<file path="src/rtl/axi4_stream_arb_pkg.sv">
// Shared types and helpers for the AXI4-Stream round-robin arbiter.
package axi4_stream_arb_pkg;

  typedef enum logic {IDLE = 1'b0, GRANT = 1'b1} state_t;

  localparam int DEF_NUM_INPUTS = 4;
  localparam int DEF_MAX_BURST  = 8;
  localparam int IDX_W          = $clog2(DEF_NUM_INPUTS);
  localparam int CNT_W          = $clog2(DEF_MAX_BURST + 1);

  // Upper bound on requester count that rr_pick can scan.
  localparam int MAX_INPUTS = 64;

  // Scans ptr, ptr+1, ... modulo n; returns 1 and the winner in idx if any bit is set.
  function automatic logic rr_pick(input logic [MAX_INPUTS-1:0] valid,
                                   input int ptr,
                                   input int n,
                                   output int idx);
    logic found;
    int   j;
    found = 1'b0;
    idx   = 0;
    for (int k = 0; k < MAX_INPUTS; k++) begin
      if (k < n) begin
        j = ptr + k;
        if (j >= n) j = j - n;
        if (!found && valid[j]) begin
          found = 1'b1;
          idx   = j;
        end
      end
    end
    return found;
  endfunction

endpackage

</file>
<file path="src/rtl/axi4_stream_out_reg.sv">
// Single-entry registered AXI4-Stream output stage carrying data and a source tag.
module axi4_stream_out_reg #(
  parameter int DATA_W = 16,
  parameter int TID_W  = 2
) (
  input  logic              clk_i,
  input  logic              rst_i,
  input  logic [DATA_W-1:0] in_data,
  input  logic [TID_W-1:0]  in_tid,
  input  logic              in_valid,
  output logic              ready,
  output logic [DATA_W-1:0] out_tdata,
  output logic [TID_W-1:0]  out_tid,
  output logic              out_tvalid,
  input  logic              out_tready
);

  // The register can take a new beat when empty or when its beat leaves this cycle.
  assign ready = !out_tvalid || out_tready;

  always_ff @(posedge clk_i) begin
    if (rst_i) begin
      out_tvalid <= 1'b0;
      out_tdata  <= '0;
      out_tid    <= '0;
    end else if (ready) begin
      out_tvalid <= in_valid;
      if (in_valid) begin
        out_tdata <= in_data;
        out_tid   <= in_tid;
      end
    end
  end

endmodule

</file>
<file path="src/rtl/axi4_stream_rr_arbiter.sv">
// Round-robin arbiter sharing one AXI4-Stream sink between NUM_INPUTS requesters,
// with a bounded burst per grant and a registered, source-tagged output.
module axi4_stream_rr_arbiter
  import axi4_stream_arb_pkg::*;
#(
  parameter int DATA_SIZE  = 16,
  parameter int NUM_INPUTS = DEF_NUM_INPUTS,
  parameter int MAX_BURST  = DEF_MAX_BURST
) (
  input  logic                            clk_i,
  input  logic                            rst_i,
  input  logic [NUM_INPUTS*DATA_SIZE-1:0] in_tdata,
  input  logic [NUM_INPUTS-1:0]           in_tvalid,
  output logic [NUM_INPUTS-1:0]           in_tready,
  output logic [DATA_SIZE-1:0]            out_tdata,
  output logic [$clog2(NUM_INPUTS)-1:0]   out_tid,
  output logic                            out_tvalid,
  input  logic                            out_tready,
  output logic                            busy_o,
  output logic [$clog2(NUM_INPUTS)-1:0]   grant_o
);

  localparam int IW = $clog2(NUM_INPUTS);
  localparam int CW = $clog2(MAX_BURST + 1);

  state_t               state;
  logic [IW-1:0]        rr_ptr;
  logic [IW-1:0]        grant;
  logic [CW-1:0]        beat_cnt;
  logic                 adv;
  logic                 accept;
  logic                 release_grant;
  logic                 pick_found;
  int                   pick_idx;
  logic [DATA_SIZE-1:0] grant_data;

  always_comb begin
    pick_idx   = 0;
    pick_found = rr_pick(MAX_INPUTS'(in_tvalid), int'(rr_ptr), NUM_INPUTS, pick_idx);
  end

  assign grant_data = in_tdata[grant*DATA_SIZE +: DATA_SIZE];
  assign accept     = (state == GRANT) && in_tvalid[grant] && adv;

  // A grant ends on its last allowed beat or as soon as the owner stops offering data.
  assign release_grant = (state == GRANT) &&
                         (!in_tvalid[grant] || (accept && beat_cnt == CW'(MAX_BURST - 1)));

  always_comb begin
    in_tready = '0;
    if (state == GRANT) in_tready[grant] = adv;
  end

  always_ff @(posedge clk_i) begin
    if (rst_i) begin
      state    <= IDLE;
      rr_ptr   <= '0;
      grant    <= '0;
      beat_cnt <= '0;
    end else begin
      case (state)
        IDLE: begin
          if (pick_found) begin
            grant    <= IW'(pick_idx);
            beat_cnt <= '0;
            state    <= GRANT;
          end
        end
        GRANT: begin
          if (accept) beat_cnt <= beat_cnt + 1'b1;
          if (release_grant) begin
            state  <= IDLE;
            rr_ptr <= (grant == IW'(NUM_INPUTS - 1)) ? '0 : grant + 1'b1;
          end
        end
      endcase
    end
  end

  assign busy_o  = (state == GRANT);
  assign grant_o = grant;

  axi4_stream_out_reg #(
    .DATA_W (DATA_SIZE),
    .TID_W  (IW)
  ) u_out_reg (
    .clk_i      (clk_i),
    .rst_i      (rst_i),
    .in_data    (grant_data),
    .in_tid     (grant),
    .in_valid   (accept),
    .ready      (adv),
    .out_tdata  (out_tdata),
    .out_tid    (out_tid),
    .out_tvalid (out_tvalid),
    .out_tready (out_tready)
  );

  assert property (@(posedge clk_i) $onehot0(in_tready));

  assert property (@(posedge clk_i) disable iff (rst_i)
    (out_tvalid && !out_tready) |=> (out_tvalid && $stable(out_tdata) && $stable(out_tid)));

endmodule

</file>
<file path="config.mk">
export PLATFORM = sky130hd
export DESIGN_NAME = axi4_stream_rr_arbiter
export DESIGN_NICKNAME = d
export VERILOG_FILES = /design/src/rtl/axi4_stream_arb_pkg.sv /design/src/rtl/axi4_stream_out_reg.sv /design/src/rtl/axi4_stream_rr_arbiter.sv
export SDC_FILE = /design/constraint.sdc
export NUM_CORES = 1
export LEC_CHECK = 0
export BUFFER_PORTS_ARGS = -buffer_cell sky130_fd_sc_hd__clkbuf_2
export CAP_MARGIN = 40
export CORE_ASPECT_RATIO = 1.5
export CORE_MARGIN = 10
export CORE_UTILIZATION = 38
export CTS_CLUSTER_SIZE = 8
export DETAILED_ROUTE_END_ITERATION = 8
export PLACE_DENSITY = 0.69
export SLEW_MARGIN = 20
export SYNTH_ARGS = -nofsm -noshare
export SYNTH_HDL_FRONTEND = slang
export SYNTH_SLANG_ARGS = --single-unit
export TNS_END_PERCENT = 10
</file>
<file path="constraint.sdc">
create_clock -name clk_i -period 3.2 [get_ports clk_i]
set_clock_uncertainty 0.05 [all_clocks]
set_input_delay 0.64 -clock clk_i [delete_from_list [all_inputs] [get_ports clk_i]]
set_output_delay 0.64 -clock clk_i [all_outputs]
set_load 0.02 [all_outputs]
</file>
==> impl_metrics.json, run 1 <==
{
  "outcome": "finished, final reports clean",
  "synth_top_area_share_pct": 30.73,
  "crit_type": "reg -> reg",
  "io_pins": 97,
  "crit_slowest_cell": "dfxtp_1",
  "worstPathRequired_ns": 3.35,
  "root_buffer": "clkbuf_8",
  "synth_flop_cell": "dfxtp_1",
  "worstPathCellList": "inv_1 -> ha_1 -> mux2_2 -> a22oi_2 -> a41oi_4 -> nor2_2 -> nor2_1 -> nor3_1",
  "drt-total-wl_microns": 5555,
  "worstRegToRegCells": 8,
  "synthCells": 195,
  "vias": 1743,
  "final.setup.tns_ns": 0,
  "finalCritPeriodShare_pct": 79.33,
  "maxSlewViolCount": 0,
  "via_per_inst": 5.023,
  "r2r_slack_ns": 0.66,
  "fin_ws_ns": 0.6615,
  "ys_top_cells_by_area": "dfxtp_1 (31%), mux4_2 (21%), nand2_1 (9.5%), a21oi_1 (8.0%), ha_1 (6.2%)",
  "clkSinkCount": 28,
  "ys_seq_elements": 28,
  "cp-start-kind": "register",
  "post_drt_wl_per_cell_microns": 16.01,
  "rsz0062_at_grt": "false",
  "synth_area_leader_cell": "dfxtp_1",
  "drt_iter0_drc": 78,
  "hold_viol": 0,
  "timing.rr.end": "beat_cnt[2]",
  "p_per_area_mw_per_mm2": 479.8,
  "yosys.area_share.simple_pct": 17.83,
  "period_needed_ns": 2.538,
  "gp_congestion": 0.9282,
  "post-route-drc-count": 0,
  "portBuffers": 96,
  "antenna_found_initial": 0,
  "cts_hold_buf": 0,
  "syn_area_per_cell_sq_um": 9.355,
  "syn_area_sq_mm": 0.001824,
  "rr_startpoint": "rr_ptr[0]",
  "stdcell_count": 347,
  "worstSetupEndpoint": "beat_cnt[2]",
  "synth_top_family_by_area": "multiplexers",
  "diodes": 0,
  "cts_buffers": 3,
  "core_sq_mm": 0.004579,
  "post_cts_resized": 0,
  "chipWidth_microns": 76.57,
  "synth.mux.area_fraction_pct": 25.58,
  "die_h_microns": 104.9,
  "cp_max_fo": 13,
  "synth-compound-area-share_pct": 14.06,
  "cts_max_level": 1,
  "startpoint": "rr_ptr[0]",
  "grtUsageTotal_pct": 13.53,
  "start_util_pct": 39.84,
  "grt_pass1_wl_microns": 9059,
  "leakage_nw": 1.069,
  "synth_edf_count": 0,
  "grt_overflow": 0,
  "synth_adder_area_share_pct": 6.173,
  "grt_pass1_vias": 1829,
  "maxSlewHeadroom_pct": 48.30,
  "die_area_sq_mm": 0.008029,
  "place_ws_ns": 0.6841,
  "yosysWarnings": 0,
  "cts_buffer_depth": 2,
  "slowest_delay_ns": 0.63,
  "syn2layout_area_growth_pct": 31.55,
  "placementRows": 30,
  "cap_violations": 0,
  "cts.clk_slew.worst_paths_ns": 0.10,
  "synth-seq-area-share_pct": 30.73,
  "hold_class": "reg -> reg",
  "synth_nets": 275,
  "placed_cells": 343,
  "clock_insertion_delay_worst_skew_ns": 0.27,
  "cts_tree": "done",
  "synth_cell_types": 35,
  "ant_nets": 0,
  "end_kind": "register",
  "worst_pin_slew_ns": 0.7755,
  "worstPathArrival_ns": 2.68,
  "first_pass_iters": 4,
  "power.total_mw": 1.151,
  "ir_worst_vdd_uv": 252.9,
  "hpwl_microns": 4532,
  "final_layout_size_suffix_gt1_share_pct": 45.58,
  "setup_viol": 0,
  "fmax_mhz": 393.9,
  "nets": 364,
  "utilization_pct": 52.40,
  "async_flop_share_pct": 0,
  "synthXorXnorAreaFrac_pct": 0.4801,
  "grt_start_max_net_pins": 29,
  "cts_setup_buffers": 0
}
==> power breakdown <==
| group | switching [mW] | internal, mW | leakage, nW |
|---|---|---|---|
| sequential | 0.0340 | 0.384 | 0.228 |
| combinational | 0.246 | 0.210 | 0.805 |
| clock | 0.110 | 0.167 | 0.0357 |
==> layout make-up <==
type                            instances  area [sq um]
Clock buffer                            3         41.29
Sequential cell                        28         560.5
Multi-Input combinational cell        147          1170
Inverter                                6         22.52
Clock inverter                          1         30.03
Fill cell                             472          2180
Timing Repair Buffer                   98         495.5
Tap cell                               64         80.08
==> critical path, delay by kind of cell (launching register included) <==
family	cells	cell delay, ns
and+or+nand+nor	3	0.38
DFF	1	0.63
AOI/OAI and AO/OA	2	0.47
adders and majority gates	1	0.41
buffers and inverters	1	0.15
muxes	1	0.36
==> stage by stage <==
step | hold WS [ns] | area (sq um)
after CTS | 0.4100 | 2400
final | 0.4074 | 2400
after global routing | 0.4249 | 2400
after global placement | 0.3920 | 2328
after detailed placement | 0.3963 | 2328
after floorplan | 0.4231 | 1824
==> cell usage in the layout, fill, tap and decap left out, types with 3 or more instances in the layout <==
cell,count
mux4_2,17
clkbuf_2,96
and3_1,5
ha_1,9
nand2_1,46
clkbuf_8,3
nor2_1,6
inv_1,6
a21oi_1,29
dfxtp_1,28
mux2_2,3
mux2i_1,5
==> cells by family (layout without fill, tap and decap cells) <==
family	after synthesis	in the layout
AOI/OAI and AO/OA	40	40
xor gates and xnor gates	1	1
adders and majority gates	9	9
and+or+nand+nor	72	72
buffers and inverters	20	108
muxes	25	25
DFF	28	28
==> cell usage after synthesis (all sizes together) (3+ instances only) <==
cell type / number
nand2: 46
mux2: 3
mux4: 17
and3: 5
inv: 6
buf: 9
clkbuf: 5
nor2: 8
dfxtp: 28
or3: 3
ha: 9
mux2i: 5
a21oi: 29
==> worst min path at each step <==
stage          cells after the start                    from                     end
3_3_place_gp                       2  u_out_reg.out_tdata[2]  u_out_reg.out_tdata[2]
6_report                           2  u_out_reg.out_tdata[2]  u_out_reg.out_tdata[2]
2_1_floorplan                      2             beat_cnt[1]             beat_cnt[1]
3_5_place_dp                       2  u_out_reg.out_tdata[2]  u_out_reg.out_tdata[2]
5_1_grt                            2    u_out_reg.out_tid[1]    u_out_reg.out_tid[1]
4_1_cts                            2  u_out_reg.out_tdata[2]  u_out_reg.out_tdata[2]
==> state kept, by name, summed over array words and instances (netlist names) <==
| register | count |
|---|---|
| u_out_reg.out_tid | 2 |
| busy_o | 1 |
| beat_cnt | 4 |
| grant_o | 2 |
| rr_ptr | 2 |
| u_out_reg.out_tvalid | 1 |
| u_out_reg.out_tdata | 16 |
==> metal layers <==
metal / vias up / share of wire, % / routed length, microns / global-route usage, %
met5: - / 0 / 0 / 0
li1: 875 / - / - / -
met1: 815 / 38 / 2125 / 14.44
met3: 4 / 4.5 / 250 / 2.401
met2: 49 / 56 / 3120 / 25.73
met4: 0 / 1.1 / 59 / 4.533
No activity file was read; power rests on OpenSTA's default activity.
==> run 2, diff against run 1 <==
- PLACE_DENSITY: 0.69 -> 0.72
- clock period: 3.2 -> 2 ns (I/O delays scaled with it)
==> impl_metrics.json, run 2 (synthesized netlist as in run 1, its figures left out) <==
{
  "hold_depth": 2,
  "slowest_delay_ns": 0.41,
  "critPathBufInv": 2,
  "stdcell_count": 361,
  "top_register": "u_out_reg.out_tdata",
  "use_met1_pct": 12.84,
  "met2_usage_pct": 25.00,
  "fmax_mhz": 517.1,
  "worstPathCellList": "inv_2 -> ha_4 -> buf_4 -> or3_4 -> a41oi_4 -> nor2_2 -> a311oi_1",
  "cts_buffers": 3,
  "vias": 1810,
  "clock_insertion_delay_worst_skew_ns": 0.27,
  "grt_overflow": 0,
  "cts_hold_buf": 0,
  "hpwl_microns": 4539,
  "placed_cells": 355,
  "syn2layout_area_growth_pct": 41.15,
  "ir_worst_vdd_uv": 430.6,
  "root_buffer": "clkbuf_8",
  "fin_ws_ns": 0.06609,
  "grt_start_max_net_pins": 29,
  "portBuffers": 96,
  "r2r_slack_ns": 0.07,
  "busiest_layer": "met2",
  "largest_reg_flops": 16,
  "crit_slowest_cell": "or3_4",
  "finalCritPeriodShare_pct": 96.70,
  "ant_nets": 0,
  "drt-total-wl_microns": 5575,
  "drt_iter0_drc": 86,
  "rsz0062_at_grt": "true",
  "min_to": "u_out_reg.out_tdata[2]",
  "first_pass_iters": 4,
  "path_delay_family": "compound AO/OA/AOI/OAI gates",
  "leakage_nw": 1.159,
  "gp_congestion": 0.9025,
  "reg_top3": "u_out_reg.out_tdata: 16 flops, beat_cnt: 4 flops",
  "timing.rr.end": "grant_o[0]",
  "start_util_pct": 39.84,
  "via_per_inst": 5.014,
  "outcome": "finished, final reports clean",
  "final_cell_mix": "clkbuf_2 (96), nand2_1 (45), a21oi_1 (29), dfxtp_1 (25), mux4_2 (17)",
  "worstPathRequired_ns": 2.12,
  "p_per_area_mw_per_mm2": 761.1,
  "grt_pass1_vias": 1881,
  "post_drt_wl_per_cell_microns": 15.44,
  "place_ws_ns": 0.03643,
  "antenna_found_initial": 0,
  "cts_tree": "done",
  "maxSlewViolCount": 0,
  "diodes": 0,
  "grt_pass1_wl_microns": 8845,
  "chipWidth_microns": 76.57,
  "hold_class": "reg -> reg",
  "worstRegToRegCells": 7,
  "placementRows": 30,
  "hold_viol": 0,
  "io_pins": 97,
  "nets": 378,
  "grt_use_met3_pct": 4.803,
  "final_layout_size_suffix_gt1_share_pct": 50.51,
  "worstPathArrival_ns": 2.05,
  "cts_max_level": 1,
  "cp-start-kind": "register",
  "maxSlewHeadroom_pct": 59.55,
  "clkSinkCount": 28,
  "cts.clk_slew.worst_paths_ns": 0.10,
  "grtUsageTotal_pct": 13.17,
  "cts_buffer_depth": 2,
  "die_h_microns": 104.9,
  "cp_max_fo": 7,
  "rr_startpoint": "rr_ptr[0]",
  "post-route-drc-count": 0,
  "die_area_sq_mm": 0.008029,
  "period_needed_ns": 1.934,
  "crit_type": "reg -> reg",
  "cap_violations": 0,
  "holdWs_ns": 0.4093,
  "fillCellCount": 433,
  "final_common_cell": "clkbuf_2",
  "power.total_mw": 1.960,
  "setup_viol": 0,
  "worst_pin_slew_ns": 0.6068,
  "final.setup.tns_ns": 0,
  "core_sq_mm": 0.004579,
  "hold_start": "u_out_reg.out_tdata[2]",
  "end_kind": "register"
}
## run 2: worst register-to-register path: cells and delay by family, from the launching register on
kind                     cells  cell delay [ns]
buffers and inverters        2             0.20
AND/OR/NAND/NOR              2             0.46
adder cells (fa/ha/maj)      1             0.25
AO/OA/AOI/OAI                2             0.52
flip-flops                   1             0.35
## run 2: what timing repair did
item,4_1_cts,5_1_grt
buffers inserted,0,1
endpoints found under the setup margin,0,9
gates resized for setup,0,5
## run 2: through the flow
step                utilization, %  instance area [sq um]
global route                 56.23                   2575
floorplan                        -                   1861
finish                       56.23                   2575
detailed placement           53.63                   2456
CTS                          55.19                   2527
global placement             53.63                   2456
## run 2: worst max path at each step
stage	from	to	slack [ns]	depth (start not counted)
6_report	rr_ptr[0]	grant_o[0]	0.07	7
5_1_grt	rr_ptr[0]	beat_cnt[2]	-0.07	8
4_1_cts	rr_ptr[0]	grant_o[0]	0.02	7
3_5_place_dp	rr_ptr[0]	beat_cnt[0]	0.04	8
3_3_place_gp	rr_ptr[0]	grant_o[0]	0.05	7
2_1_floorplan	rr_ptr[0]	busy_o	-0.006	8
## run 2: cell type report
cell class,count,area [sq um],area share (%)
Sequential cell,28,564.3,21.91
Timing Repair Buffer,112,638.1,24.78
Tap cell,64,80.08,3.110
Inverter,6,22.52,0.8746
Clock inverter,1,30.03,1.166
Clock buffer,3,41.29,1.603
Multi-Input combinational cell,147,1199,46.55
## run 2: power breakdown
| part | total, mW | switching, mW | internal (mW) |
|---|---|---|---|
| clock network | 0.445 | 0.177 | 0.268 |
| logic | 0.861 | 0.432 | 0.429 |
| registers | 0.654 | 0.0384 | 0.616 |
## run 2: layer usage
| layer | wire length [microns] | vias to the layer above | share of wire [%] |
|---|---|---|---|
| met5 | 0 | - | 0 |
| met4 | 78 | 0 | 1.4 |
| met3 | 408 | 6 | 7.3 |
| met2 | 3043 | 56 | 55 |
| met1 | 2045 | 845 | 37 |
| li1 | - | 903 | - |
